--- config.mk ---
export PLATFORM = sky130hd
export DESIGN_NAME = cla_shift_add_mult_8bit
export DESIGN_NICKNAME = d
export VERILOG_FILES = /design/src/rtl/cla_shift_add_mult_8bit.sv
export SDC_FILE = /design/constraint.sdc
export NUM_CORES = 1
export LEC_CHECK = 0
export BUFFER_PORTS_ARGS = -buffer_cell sky130_fd_sc_hd__buf_2
export CAP_MARGIN = 20
export CORE_ASPECT_RATIO = 0.6
export CORE_UTILIZATION = 25
export CTS_CLUSTER_SIZE = 20
export DETAILED_ROUTE_END_ITERATION = 8
export PLACE_DENSITY = 0.55
export SYNTH_ARGS = -nofsm -noshare
export SYNTH_HDL_FRONTEND = slang
export SYNTH_SLANG_ARGS = --single-unit
--- constraint.sdc ---
create_clock -name clk -period 1.4 [get_ports clk]
set_input_delay 0.14 -clock clk [delete_from_list [all_inputs] [get_ports clk]]
set_output_delay 0.14 -clock clk [all_outputs]
set_load 0.02 [all_outputs]
--- src/rtl/cla_shift_add_mult_8bit.sv ---
// rtl/cla_shift_add_mult_8bit.sv - shift-and-add multiplier sequencing an external CLA adder; MULT_SIGNED_EN selects signed mode
module cla_shift_add_mult_8bit #(
    parameter int WIDTH = 8
) (
    input  logic               clk,
    input  logic               rst_n,
    input  logic               start,
    input  logic [WIDTH-1:0]   multiplicand,
    input  logic [WIDTH-1:0]   multiplier,
    output logic               busy,
    output logic               done,
    output logic [2*WIDTH-1:0] product,
    output logic [WIDTH-1:0]   add_a,
    output logic [WIDTH-1:0]   add_b,
    output logic               add_sub,
    output logic               add_c_in,
    input  logic [WIDTH-1:0]   add_sum,
    input  logic [WIDTH:0]     add_c_out
);

    localparam int CW = (WIDTH > 1) ? $clog2(WIDTH) : 1;

    typedef enum logic [1:0] {
        S_IDLE,
        S_RUN,
        S_DONE
    } state_t;

    state_t           state;
    logic [WIDTH-1:0] a_reg;
    logic [WIDTH-1:0] q_reg;
    logic [WIDTH-1:0] m_reg;
    logic [CW-1:0]    cnt;

    logic             last_step;
    logic             add_en;
    logic [WIDTH-1:0] sel_sum;
    logic             sel_c;

    assign last_step = (cnt == CW'(WIDTH - 1));
    assign add_en    = q_reg[0];
    assign sel_sum   = add_en ? add_sum : a_reg;

    assign add_a    = a_reg;
    assign add_b    = add_en ? m_reg : '0;
    assign add_c_in = 1'b0;
    assign product  = {a_reg, q_reg};

`ifdef MULT_SIGNED_EN
    // True sign of the 9-bit signed sum recovered from the overflow flag;
    // without an add the shift is arithmetic.
    logic ovf;
    logic unused_c_out;
    assign ovf          = add_c_out[WIDTH] ^ add_c_out[WIDTH-1];
    assign sel_c        = add_en ? (add_sum[WIDTH-1] ^ ovf) : a_reg[WIDTH-1];
    assign add_sub      = (state == S_RUN) && last_step && add_en;
    assign unused_c_out = ^add_c_out[WIDTH-2:0];
`else
    logic unused_c_out;
    assign sel_c        = add_en & add_c_out[WIDTH];
    assign add_sub      = 1'b0;
    assign unused_c_out = ^add_c_out[WIDTH-1:0];
`endif

    always_ff @(posedge clk or negedge rst_n) begin
        if (!rst_n) begin
            state <= S_IDLE;
            a_reg <= '0;
            q_reg <= '0;
            m_reg <= '0;
            cnt   <= '0;
            busy  <= 1'b0;
            done  <= 1'b0;
        end else begin
            case (state)
                S_IDLE, S_DONE: begin
                    done <= 1'b0;
                    if (start) begin
                        m_reg <= multiplicand;
                        q_reg <= multiplier;
                        a_reg <= '0;
                        cnt   <= '0;
                        busy  <= 1'b1;
                        state <= S_RUN;
                    end else begin
                        state <= S_IDLE;
                    end
                end
                S_RUN: begin
                    // Add and right-shift of {C,A,Q} folded into one update.
                    a_reg <= {sel_c, sel_sum[WIDTH-1:1]};
                    q_reg <= {sel_sum[0], q_reg[WIDTH-1:1]};
                    cnt   <= cnt + CW'(1);
                    if (last_step) begin
                        state <= S_DONE;
                        busy  <= 1'b0;
                        done  <= 1'b1;
                    end
                end
                default: state <= S_IDLE;
            endcase
        end
    end

endmodule

# ---- Word level (Yosys, flattened, before mapping)
# Cells that the tools add are included.
# W data, S select, Z words.
dict set report totals {
  out_inout_bits 36
  latch_bits 0
  elab_cells 37
  in_bits 36
  ff_bits 31
  mem_bits_ro 0
  n_memories 0
  ram_bits 0
}
dict set report op_classes {
  order_cmp 0
  n_div 0
  addsub 1
  n_eq_ne 5
  bitwise 1
  mul 0
  mux 16
  reduce_logical 7
  shifts 0
}
# op n
set op_table {}
lappend op_table {{$mux W8} 4}
lappend op_table {{$pmux W8 S2} 2}
lappend op_table {{$pmux W3 S2} 1}
lappend op_table {{$reduce_and A2 Y1} 3}
lappend op_table {{$mux W1} 4}
lappend op_table {{$ne A2 B2 Y1 const B} 2}
lappend op_table {{$pmux W1 S2} 2}
lappend op_table {{$pmux W2 S2} 1}
lappend op_table {{$add A3 B1 Y3 const B} 1}
lappend op_table {{$eq A3 B3 Y1 const B} 1}
lappend op_table {{$mux W3} 1}
lappend op_table {{$reduce_and A3 Y1} 1}
lappend op_table {{$eq A2 B1 Y1 const B} 1}
lappend op_table {{$eq A2 B2 Y1 const B} 1}
lappend op_table {{$logic_not A2 Y1} 1}
lappend op_table {{$mux W2} 1}
lappend op_table {{$reduce_bool A2 Y1} 1}
lappend op_table {{$reduce_or A2 Y1} 1}
lappend op_table {{$and A1 B1 Y1} 1}

# ---- Longest topological paths before layout
# Gate-level depths: netlist (run 1).
dict set report logic_depth {
  word_depth 4
  depth_mapped 5
  ltp_nobuf 4
}

# ---- Worst setup path after synthesis (run 1)
# OpenSTA, ideal clock, no wires.
dict set report synth_timing {
  kind {flip-flop to output port}
  start {register q_reg[0]}
  end {output port add_b[0]}
  slack_ns 0.131
  required_ns 1.260
  stages_incl_launch_ff 4
  n_path_buf 2
  arrival_time_ns 1.129
  cell_sequence {dfrtp_1 > buf_4 > clkbuf_1 > and2_1}
}
dict set report synth_via {
  elab_chain_cells 1
}
# item line_no
set synth_lines {}
lappend synth_lines {{from (decl)} 31} ;# logic [WIDTH-1:0] q_reg;
lappend synth_lines {{from (signal assigned)} 80} ;# q_reg <= multiplier;
lappend synth_lines {{from (signal assigned)} 92} ;# q_reg <= {sel_sum[0], q_reg[WIDTH-1:1]};
lappend synth_lines {{$mux W8} 45} ;# assign add_b = add_en ? m_reg : '0;
lappend synth_lines {{to (decl)} 14} ;# output logic [WIDTH-1:0] add_b,
# No other way between the ends.

# ---- Worst setup path after layout (run 1)
dict set report layout_timing {
  start {register q_reg[0]}
  end {output port add_b[5]}
}
# The elaborated chain is that of the path after synthesis.

==> metrics.md, run 1 <==
| Metric | Value |
|---|---|
| Avg Cell Area, Syn | `12.3 sq um` |
| Worst Clk Skew | `10.2 ps` |
| Hold Violations, Final | `0` |
| WL/cell | `11.8 um` |
| Initial antenna violation count | `0` |
| Vias in the first global route | `968` |
| Fin area | `0.00199 sq mm` |
| Total grt overflow | `0` |
| Final WS setup | `78.6 ps` |
| Final wirelength | `3130 um` |
| Worst EP required | `1260 ps` |
| Pwr per Cell Area | `2440 mW/mm^2` |
| Number of fillers in the final layout | `596` |
| Area of the core | `0.00565 sq mm` |
| Via density | `4.09` |
| Final period utilization | `94.4%` |
| Port bufs | `61` |
| Largest stage delay, worst path | `450 ps` |
| Fin util | `35.2%` |
| Gpl congestion | `0.636` |
| Commonest non-fill, non-tap cell in the layout | `buf_2` |
| Synth warn | `0` |
| Max FO, Critical Path | `15` |
| RSZ-0062 raised after global routing | `false` |
| Sequential element share of the synthesized area | `52.2%` |
| Initial DRT Pass Iterations | `4` |
| Synth Register Bits | `31` |
| Clk_lat worst skew | `290 ps` |
| Cell variety after synth | `28` |
| Top FF cell, synth | `dfrtp_1` |
| Largest net degree at the start of global routing | `17` |
| Hold crit path type | `input pin to flip-flop` |
| Die boundary width | `102 um` |
| MaxCap Viol Count | `0` |
| Most frequent cells in the layout | `buf_2, dfrtp_1, mux2i_1, mux2_2, buf_4` |
| Root Buffer | `clkbuf_8` |
| Die Y | `61.7 um` |
| Final Power | `4.85 mW` |
| DP Area | `0.00183 sq mm` |
| P&R area growth vs syn | `34.0%` |
| Post-synthesis cell area | `0.00149 sq mm` |
| Clk pin slew, worst setup/hold paths | `70 ps` |
| Layout Nets | `222` |
| Max Root-Sink Buffers | `2` |
| Share of cells above drive strength 1 | `50.3%` |
| Initial DRC count | `39` |
| Slew Limit Fails | `0` |
| Tot GR Track Use | `10.4%` |
| Mapped Cells | `121` |
| Leak pwr | `0.993 nW` |
| H-tree levels | `2` |
| Final setup viols | `0` |
| CTS tree | `built` |
| Setup TNS | `0 ps` |
| Async SR Flop Fraction | `100%` |
| Startpoint types | `flip-flop` |
| IO Count | `72` |
| CTS sink cnt | `31` |
| Crit. End Element | `primary output` |
| Hold Slack | `86.5 ps` |
| FP Rows | `21` |
| Final cell count without fillers | `265` |
| Fmax | `757 MHz` |
| CP cell instances | `buf_12 > and2_1 > buf_2` |
| Min Tclk post-route | `1320 ps` |
| Total CTS buffers | `5` |
| Dpl ws | `49.8 ps` |
| Critical path data arrival time | `1180 ps` |
| ANT cells | `0` |
| Hpwl dp | `2280 um` |
| EDFF count, synth | `0` |
| DR vias | `1085` |
| DIE AREA | `0.00626 sq mm` |
| DRC | `0` |
| Initial core utilization | `26.3%` |
| Routed Antenna Nets | `0` |
| Worst vdd ir | `0.549 mV` |
| Status | `completed` |
| First-pass GRT wire length | `4710 um` |
| Slowest CP cell | `dfrtp_2` |
| CP Class | `flip-flop to primary output` |
| DP Cell Count | `253` |
final cells by class:
cell class                      count  area, sq um  area share, %
Inverter                            1         3.75          0.189
Clock buffer                        6         82.6           4.15
Tap cell                           80          100           5.03
Multi-Input combinational cell     72          569           28.6
Sequential cell                    31          777           39.0
Timing Repair Buffer               73          423           21.2
Clock inverter                      2         35.0           1.76
path summary, 6_finish.rpt:
kind,cells after the start,startpoint,slack [ps],endpoint
max,3,q_reg[0],80,add_b[5]
min,2,multiplicand[5],90,m_reg[5]
max reg2reg,4,state[0],80,cnt[0]
min reg2reg,1,done,490,done
max in group asynchronous,3,rst_n,650,busy
min in group asynchronous,2,rst_n,320,add_a[1]
cells by family after synthesis:
kind of cell    after synthesis  share of synthesized area, %
other cells                   1                         0.252
flops                        31                          52.2
fa+ha+maj                     2                          1.68
compound gates               22                          10.8
simple gates                 22                          8.09
mux                          24                          16.9
buf+inv                      19                          10.0
synth_stat cells, types with 2 or more instances:
| cell type | count | area (sq um) |
|---|---|---|
| dfrtp_1 | 31 | 776 |
| mux2i_1 | 15 | 150 |
| buf_4 | 12 | 90.1 |
| mux2_2 | 9 | 101 |
| and2_1 | 8 | 50.1 |
| nand2_1 | 8 | 30.0 |
| o21ai_1 | 7 | 35.0 |
| o2bb2ai_1 | 7 | 61.3 |
| a22o_1 | 2 | 17.5 |
| buf_6 | 2 | 22.5 |
| ha_1 | 2 | 25.0 |
| nor2b_1 | 2 | 12.5 |
power breakdown:
| group | internal [mW] | total (mW) | switching (mW) |
|---|---|---|---|
| Clock | 0.576 | 0.921 | 0.346 |
| Combinational | 1.04 | 2.32 | 1.28 |
| Sequential | 1.32 | 1.61 | 0.296 |
what timing repair did:
| item | 4_1_cts | 5_1_grt |
|---|---|---|
| pin swaps | 0 | 0 |
| endpoints found under the hold margin | 15 | 0 |
| endpoints found under the setup margin | 8 | 15 |
| hold buffers | 1 | 0 |
| buffers inserted | 0 | 3 |
| gates resized for setup | 1 | 1 |
critical path: cells and delay by family, from the launching register on:
family | cells | cell delay, ps
buf+inv | 2 | 310
flops | 1 | 450
simple gates | 1 | 130
metal layers:
metal | GRT usage [%] | wire [um] | share of wire [%] | up-vias
li1 | - | - | - | 532
met1 | 14.0 | 1630 | 52 | 512
met2 | 14.7 | 1290 | 41 | 39
met3 | 3.80 | 190 | 6.1 | 2
met4 | 5.59 | 21 | 0.67 | 0
met5 | 0 | 0 | 0 | -
Note: power is estimated with default switching activity, not from simulation.
==> inputs of run 2 (changes only) <==
--- a/config.mk
+++ b/config.mk
@@ -11,7 +11,6 @@
 export CORE_UTILIZATION = 25
 export CTS_CLUSTER_SIZE = 20
 export DETAILED_ROUTE_END_ITERATION = 8
-export PLACE_DENSITY = 0.55
 export SYNTH_ARGS = -nofsm -noshare
 export SYNTH_HDL_FRONTEND = slang
 export SYNTH_SLANG_ARGS = --single-unit
==> constraint.sdc (replaced) <==
create_clock -name clk -period 1.1 [get_ports clk]
set_input_delay 0.11 -clock clk [delete_from_list [all_inputs] [get_ports clk]]
set_output_delay 0.11 -clock clk [all_outputs]
set_load 0.02 [all_outputs]
==> metrics.md, run 2 (same netlist as run 1, synthesis figures left out) <==
| Metric | Value |
|---|---|
| Final Power | `7.09 mW` |
| Clk_lat worst skew | `280 ps` |
| Failing checks | `negative setup slack` |
| WL/cell | `12.7 um` |
| Port bufs | `61` |
| Critical path data arrival time | `1130 ps` |
| Worst Clk Skew | `7.57 ps` |
| Initial core utilization | `26.3%` |
| Area of the core | `0.00565 sq mm` |
| Die Y | `61.7 um` |
| Initial DRC count | `43` |
| Pwr per Cell Area | `3120 mW/mm^2` |
| Worst EP required | `990 ps` |
| Root Buffer | `clkbuf_8` |
| DRC | `0` |
| Most frequent cells in the layout | `buf_2, dfrtp_1, buf_6, mux2i_1, buf_4` |
| Gpl congestion | `0.704` |
| Status | `complete, but fails checks` |
| Commonest non-fill, non-tap cell in the layout | `buf_2` |
| Share of cells above drive strength 1 | `63.1%` |
| ANT cells | `0` |
| Startpoint types | `flip-flop` |
| Final period utilization | `112%` |
| Die boundary width | `102 um` |
| Vias in the first global route | `1072` |
| IO Count | `72` |
| Clk pin slew, worst setup/hold paths | `70 ps` |
| Number of fillers in the final layout | `544` |
| Final WS setup | `-136 ps` |
| CTS tree | `built` |
| First-pass GRT wire length | `5340 um` |
| FP Rows | `21` |
| Total grt overflow | `0` |
| Max Root-Sink Buffers | `2` |
| Hpwl dp | `2430 um` |
| Largest net degree at the start of global routing | `20` |
| Crit. End Element | `primary output` |
| MaxCap Viol Count | `0` |
| Total CTS buffers | `5` |
| Hold crit path type | `input pin to flip-flop` |
| Max FO, Critical Path | `5` |
| Fmax | `809 MHz` |
| Fin area | `0.00228 sq mm` |
| Multi-input logic area | `722 sq um` |
| Fin util | `40.3%` |
| Via density | `4.19` |
| Initial DRT Pass Iterations | `3` |
| Leak pwr | `1.11 nW` |
| Initial antenna violation count | `0` |
| Slew Limit Fails | `0` |
| Layout Nets | `232` |
| DR vias | `1152` |
| Tot GR Track Use | `11.6%` |
| P&R area growth vs syn | `53.2%` |
| Final setup viols | `38` |
| Dpl ws | `-193 ps` |
| DIE AREA | `0.00626 sq mm` |
| Sequential Area | `777 sq um` |
| Routed Antenna Nets | `0` |
| Worst vdd ir | `0.818 mV` |
| RSZ-0062 raised after global routing | `true` |
| DP Area | `0.00191 sq mm` |
| Hold Slack | `67.5 ps` |
| Final wirelength | `3500 um` |
| H-tree levels | `2` |
| Hold Violations, Final | `0` |
| CTS sink cnt | `31` |
| CP Class | `flip-flop to primary output` |
| Min Tclk post-route | `1240 ps` |
==> run 2: changes by cell type in the layout (fill, tap and decap cells not counted), sizes merged <==
cell,previous run,this run
buf,72,82
bufinv,1,0
clkinv,1,0
clkbuf,6,8
==> run 2: through the flow <==
stage          setup TNS [ps]  instances
2_1_floorplan            -312        122
3_3_place_gp            -2840        262
3_5_place_dp            -3600        262
4_1_cts                 -3140        274
5_1_grt                 -4840        275
6_report                -3300        275
==> run 2: repair_timing <==
| action | 4_1_cts | 5_1_grt |
|---|---|---|
| gates cloned | 1 | 0 |
| endpoints found under the setup margin | 38 | 39 |
| resized for setup | 51 | 8 |
| pin swaps | 2 | 3 |
| endpoints found under the hold margin | 17 | 0 |
| buffers inserted | 2 | 1 |
| hold buffers | 1 | 0 |
==> run 2: critical path, cell delays in order, from the launching register on <==
cell,delay (ps)
dfrtp_2,450
buf_6,150
and2_4,130
buf_6,120
==> run 2: cell type report <==
cell class	count	share of cell area, %
sequential	31	34.1
multi-input combinational	72	31.7
timing repair buffer	83	25.2
clock buffer	8	4.40
tap	80	4.40
inverter	1	0.165
==> run 2: metal layers <==
| layer | GRT usage [%] | vias to the layer above | part of all wire (%) |
|---|---|---|---|
| met2 | 16.1 | 37 | 41 |
| li1 | - | 552 | - |
| met5 | 0 | - | 0 |
| met3 | 3.91 | 2 | 4.3 |
| met4 | 4.97 | 0 | 0.83 |
| met1 | 16.4 | 561 | 54 |
==> run 2: power breakdown <==
group / switching (mW) / internal, mW / total, mW / leakage (nW)
Combinational: 1.93 / 2.06 / 3.99 / 0.677
Clock: 0.404 / 0.571 / 0.975 / 0.0515
Sequential: 0.450 / 1.68 / 2.13 / 0.379
Total: 2.79 / 4.31 / 7.09 / 1.11
==> run 2: worst paths after layout <==
kind,slack (ps),to,cells past startpoint,from
worst min-delay path,70,m_reg[2],2,multiplicand[2]
max in group asynchronous,270,cnt[2],3,rst_n
worst max register to register,-130,m_reg[6],3,state[0]
worst max-delay path,-140,add_b[0],3,q_reg[0]
worst min register to register,490,busy,1,busy
min in group asynchronous,320,add_a[1],2,rst_n
